**config.mk**
```make
export PLATFORM = sky130hd
export DESIGN_NAME = pong_game_ctrl
export DESIGN_NICKNAME = d
export VERILOG_FILES = /design/src/rtl/pong_game_ctrl.sv
export SDC_FILE = /design/constraint.sdc
export NUM_CORES = 1
export LEC_CHECK = 0
export CORE_UTILIZATION = 65
export DETAILED_ROUTE_END_ITERATION = 8
export DONT_BUFFER_PORTS = 1
export GPL_TIMING_DRIVEN = 0
export HOLD_SLACK_MARGIN = 0.06
export PLACE_DENSITY = 0.81
export SLEW_MARGIN = 20
export SYNTH_ARGS = -nofsm -noshare
export SYNTH_HDL_FRONTEND = slang
export SYNTH_SLANG_ARGS = --single-unit
```
**constraint.sdc**
```tcl
create_clock -name clk -period 3.5 [get_ports clk]
set_input_delay 0.525 -clock clk [delete_from_list [all_inputs] [get_ports clk]]
set_output_delay 0.525 -clock clk [all_outputs]
set_load 0.03 [all_outputs]
```
**src/rtl/pong_game_ctrl.sv**
```systemverilog
// Game-flow controller for pong: sequences new-game / play / new-ball / game-over,
// keeps the 2-digit BCD score and spare-ball count, and paces pauses off the countdown timer.
module pong_game_ctrl #(
    parameter int LIVES_INIT = 3,
    parameter int LIVES_W    = 2
) (
    input  logic               clk,
    input  logic               reset,
    input  logic [1:0]         btn,
    input  logic               hit,
    input  logic               miss,
    input  logic               refresh_tick,
    input  logic               timer_up,
    output logic               timer_start,
    output logic               timer_tick,
    output logic               gra_still,
    output logic [1:0]         text_sel,
    output logic [LIVES_W-1:0] lives,
    output logic [3:0]         dig1,
    output logic [3:0]         dig0
);

    typedef enum logic [1:0] {
        ST_NEWGAME = 2'd0,
        ST_PLAY    = 2'd1,
        ST_NEWBALL = 2'd2,
        ST_OVER    = 2'd3
    } state_t;

    state_t             state_q, state_d;
    logic               btn_any_q, btn_any_d;
    logic [LIVES_W-1:0] lives_q, lives_d;
    logic [3:0]         dig1_q, dig1_d;
    logic [3:0]         dig0_q, dig0_d;

    logic btn_any;
    logic press;

    assign btn_any = (btn != 2'b00);
    assign press   = btn_any & ~btn_any_q;

    // State and datapath registers
    always_ff @(posedge clk) begin
        if (reset) begin
            state_q   <= ST_NEWGAME;
            btn_any_q <= 1'b0;
            lives_q   <= LIVES_W'(LIVES_INIT);
            dig1_q    <= 4'd0;
            dig0_q    <= 4'd0;
        end else begin
            state_q   <= state_d;
            btn_any_q <= btn_any_d;
            lives_q   <= lives_d;
            dig1_q    <= dig1_d;
            dig0_q    <= dig0_d;
        end
    end

    // Next-state logic
    always_comb begin
        state_d = state_q;
        case (state_q)
            ST_NEWGAME: if (press) state_d = ST_PLAY;
            ST_PLAY: begin
                if (miss) begin
                    if (lives_q != '0) state_d = ST_NEWBALL;
                    else               state_d = ST_OVER;
                end
            end
            ST_NEWBALL: if (timer_up && press) state_d = ST_PLAY;
            ST_OVER:    if (timer_up) state_d = ST_NEWGAME;
            default:    state_d = ST_NEWGAME;
        endcase
    end

    // Score and lives; miss takes priority over a simultaneous hit
    always_comb begin
        btn_any_d = btn_any;
        lives_d   = lives_q;
        dig1_d    = dig1_q;
        dig0_d    = dig0_q;
        case (state_q)
            ST_NEWGAME: begin
                if (press) begin
                    lives_d = LIVES_W'(LIVES_INIT);
                    dig1_d  = 4'd0;
                    dig0_d  = 4'd0;
                end
            end
            ST_PLAY: begin
                if (miss) begin
                    if (lives_q != '0) lives_d = lives_q - LIVES_W'(1);
                end else if (hit) begin
                    if (dig0_q != 4'd9) begin
                        dig0_d = dig0_q + 4'd1;
                    end else if (dig1_q != 4'd9) begin
                        dig0_d = 4'd0;
                        dig1_d = dig1_q + 4'd1;
                    end
                end
            end
            default: ;
        endcase
    end

    // Moore outputs plus the pass-through timer controls
    always_comb begin
        gra_still   = 1'b1;
        text_sel    = 2'd1;
        timer_tick  = refresh_tick;
        timer_start = ~reset & miss & (state_q == ST_PLAY);
        case (state_q)
            ST_NEWGAME: begin gra_still = 1'b1; text_sel = 2'd1; end
            ST_PLAY:    begin gra_still = 1'b0; text_sel = 2'd0; end
            ST_NEWBALL: begin gra_still = 1'b1; text_sel = 2'd2; end
            ST_OVER:    begin gra_still = 1'b1; text_sel = 2'd3; end
            default:    begin gra_still = 1'b1; text_sel = 2'd1; end
        endcase
    end

    assign lives = lives_q;
    assign dig1  = dig1_q;
    assign dig0  = dig0_q;

endmodule
```
**Word level (Yosys, flattened, before mapping)**

Cells that the tools add are included.

- Register bits: 13
- Bits of input ports: 8
- Output and inout bits: 15
- Word-level logic and storage cells: 61

- Add/sub/neg operators: 3
- Equal/unequal tests: 15
- Mux-type cells: 23
- Bitwise logic cells: 5
- Reductions and logical operators: 10

Operators with widths:

| cell | number |
|---|---|
| two-way mux 4 bit | 9 |
| inequality test 2 bit (second input constant) | 9 |
| one-hot mux 2 bit (4 select lines) | 2 |
| one-hot mux 4 bit (2 select lines) | 2 |
| two-way mux 2 bit | 7 |
| adder 4 x 1 -> 4 bit (second input constant) | 2 |
| inequality test 4 bit (second input constant) | 2 |
| AND reduction 4 bit | 2 |
| AND reduction 6 bit | 1 |
| nonzero test 2 bit | 3 |
| AND reduction 5 bit | 1 |
| == test 2 bit (second input constant) | 2 |
| one-hot mux 2 bit (2 select lines) | 1 |
| AND 1 bit | 3 |
| inequality test 3 bit (second input constant) | 1 |
| OR reduction 3 bit | 1 |
| == test 2 x 1 -> 1 bit (second input constant) | 1 |
| logical NOT 2 bit | 1 |
| NOT 1 bit | 2 |
| one-hot mux 1 bit (2 select lines) | 1 |
| subtractor 2 x 1 -> 2 bit (second input constant) | 1 |
| logical AND 1 bit | 1 |
| two-way mux 1 bit | 1 |

**Logic depth before layout (Yosys ltp)**

- Depth after elaboration: 6
- Depth in mapped cells: 8
- Mapped depth without buffers: 6

**Worst setup path after synthesis**

Ideal clock, no wire load.

- Kind: register to output
- Start: register state_q[1]
- End: output port timer_start
- Data arrival time: 1.499 ns
- Data required time: 2.975 ns
- Setup slack: 1.476 ns
- Stages on the path, launching flop included: 7
- Path buffers: 2
- Cells stage by stage: dfxtp_1 inv_1 ha_1 buf_2 buf_1 nand2_1 nor2_1

- Word-level cells in the longest chain between the ends: 2

Ends and longest elaborated chain:

| element | line | text |
|---|---|---|
| start: declaration | 30 | `state_t state_q, state_d;` |
| start signal: assignment | 51 | `state_q <= state_d;` |
| == test 2 x 1 -> 1 bit | 111 | `timer_start = ~reset & miss & (state_q == ST_PLAY);` |
| AND 1 bit | 111 |  |
| end: declaration | 14 | `output logic timer_start,` |

No other way between the ends.

**Final worst setup path**

Ends and elaborated chain as after synthesis.

==> flow_summary.ini <==
[run_status]
outcome = finished, final reports clean

[final_layout]
ff_latch_area_um2 = 260.3
stdcell_count = 127
final_util_pct = 73.17
fillerInstances = 117
final_layout_size_suffix_gt1_share_pct = 9.821
antenna-diode-count = 0
fin_nets = 132
multi_input_area_um2 = 581.8
area_delta_synth_final_pct = 4.965

[sta]
slew_headroom_pct = 62.76
rsz0062_at_grt = false
min_period_ns = 2.565
tns_ns = 0
fin_crit_sh_pct = 73.29
fmax_mhz = 389.8
maxSlewViolCount = 0
setup_viol = 0
tightest_slew_ns = 0.5565
skew_ns = 0.001466
hold_viol_final = 0

[setup_path]
critPathMaxFanout = 10
timing.rr.end = dig1[3]
start_kind = register
reg2reg_slack_ns = 1.55
crit_arrival_ns = 2.04
rr_worst_depth = 5
r2r_start = dig0[0]
cp-end-kind = primary output
path_class = register to primary output
worstPathRequired_ns = 2.97

[placement]
hpwl_um = 1319
place_inst = 123
port_buffers = 0
gp_congestion = 0.7132

[clocking]
cts_hold_buf = 0
insertion_delay_ns = 0.28
cts_max_level = 1
cts_setup_buffers = 0
cts_resized = 0
clock-sinks = 13
path_clk_slew_ns = 0.08
tritoncts = done
numCtsBuffers = 3
cts_max_path_buffers = 2
root_buffer = clkbuf_4

[logic_synthesis]
synth_edf_count = 0
netlist_area_um2 = 907.1
synth_nets = 127
synth_cell_type_count = 36
synth_flop_cell = dfxtp_1
synth_async_sr_flop_share_pct = 0
ys.warnings.count = 0
ys_ff_latch = 13
syn_area_per_cell_um2 = 8.399
syn_inst = 108
ys_seq_area_share_pct = 28.69

[die]
fp.dieH_um = 39.36
die_w_um = 39.36
die_area_um2 = 1549
core_area_um2 = 1301
start_util_pct = 69.71
ios = 23
num_rows = 13

[routing]
wirelength_um = 1750
drc = 0
drt_iter0_drc = 18
avgRoutedWirePerCell_um = 13.78
antenna_left = 0
dr.pass1.iters = 4
route.vias.total = 787
via_per_inst = 6.197

[global_routing]
track_usage_pct = 25.36
grt_pass1_vias = 637
grt_start_max_net_pins = 11
antenna_found_initial = 0
grt-ovfl-total = 0
grt_pass1_wl_um = 2635

[power]
combPwrFrac_pct = 50.3
fin_total_pwr_w = 0.0006255
p_leak_nw = 0.3863
power.share.switching_pct = 48.36
clockPowerShare_pct = 15.0
seq_power_share_pct = 34.8
switchingPower_w = 0.0003025
p_per_area_nw_per_um2 = 657.0
p_int_w = 0.0003230
max-vdd-ir-drop_v = 0.0004058

[job]
cap_violations = 0

[hold_path]
hold_end = dig0[3]
whs_path_depth = 1
hp-class = input port to register
hp-start = reset
synth_stat cells (2+ instances only):
cell type	instances	share of area (%)
nand4b_1	3	2.9
o31ai_1	2	1.7
inv_1	12	5.0
nand2_1	4	1.7
nand3b_1	3	2.5
or4_1	2	1.7
dfxtp_1	13	29
a21oi_1	8	4.4
a22oi_1	2	1.7
nand4_1	2	1.4
nor2b_1	3	2.1
nor2_1	9	3.7
nand3_1	5	2.8
o21ai_0	8	4.4
ha_1	11	15
cell usage in the layout (no fill, tap or decap), drive strengths merged, types with 3 or more instances in the layout:
cell    netlist  layout
clkbuf        1       5
a21oi         8       8
nor2          9       9
nand3         5       5
nor2b         3       3
o21ai         8       8
nand3b        3       3
ha           11      11
dfxtp        13      13
inv          12      12
nand4b        3       3
nand2         4       4
buf           3       3
routing by layer:
metal / wire length, um / global-route usage [%]
met5: 0 / 0
met2: 835 / 42.50
met3: 88 / 5.682
met1: 790 / 29.86
met4: 36 / 12.93
critical path: stages, from the launching register on:
cell and delay [ns]:
dfxtp_1 0.34, inv_1 0.13, ha_1 0.19, buf_2 0.21
buf_1 0.36, nand2_1 0.09, nor2_1 0.45
area by class of cell:
cell class,count,share of cell area (%)
inverters,12,4.731
clock buffers,4,2.760
well taps,15,1.971
plain buffers,4,2.102
flip-flops and latches,13,27.33
multi-input cells,79,61.10
state kept, by name, indices dropped and copies added, names as in the netlist:
| signal | cells |
|---|---|
| btn_any_q | 1 |
| state_q | 2 |
| dig0 | 4 |
| lives | 2 |
| dig1 | 4 |
metrics by stage:
stage	hold WS (ns)	area (um^2)	worst slack (ns)
after floorplan	0.4871	907.1	1.476
after global placement	0.5057	925.9	1.284
after detailed placement	0.5126	925.9	1.236
after CTS	0.3143	952.2	0.9336
after global routing	0.3155	952.2	0.7596
final	0.3148	952.2	0.9349
logic make-up after synthesis:
kind of cell	synth area share, %
AND/OR/NAND/NOR	20.97
AO/OA/AOI/OAI	26.90
buffers and inverters	7.171
flip-flops	28.69
adder cells (fa/ha/maj)	15.17
multiplexers	1.103
worst max path at each step:
stage	start	to	slack, ns	depth (start not counted)
global route	state_q[1]	timer_start	0.76	6
floorplan	state_q[1]	timer_start	1.48	6
global placement	state_q[1]	timer_start	1.28	6
CTS	state_q[1]	timer_start	0.93	6
detailed placement	state_q[1]	timer_start	1.24	6
finish	state_q[1]	timer_start	0.93	6
power groups by stage:
stage          clock (W)  combinational (W)  sequential, W
2_1_floorplan          0           0.000260       0.000215
3_3_place_gp           0           0.000300       0.000220
3_5_place_dp           0           0.000311       0.000221
4_1_cts        0.0000947           0.000314       0.000217
5_1_grt        0.0000993           0.000354       0.000222
6_report       0.0000937           0.000314       0.000217
Note: power is estimated with default switching activity, not from simulation.
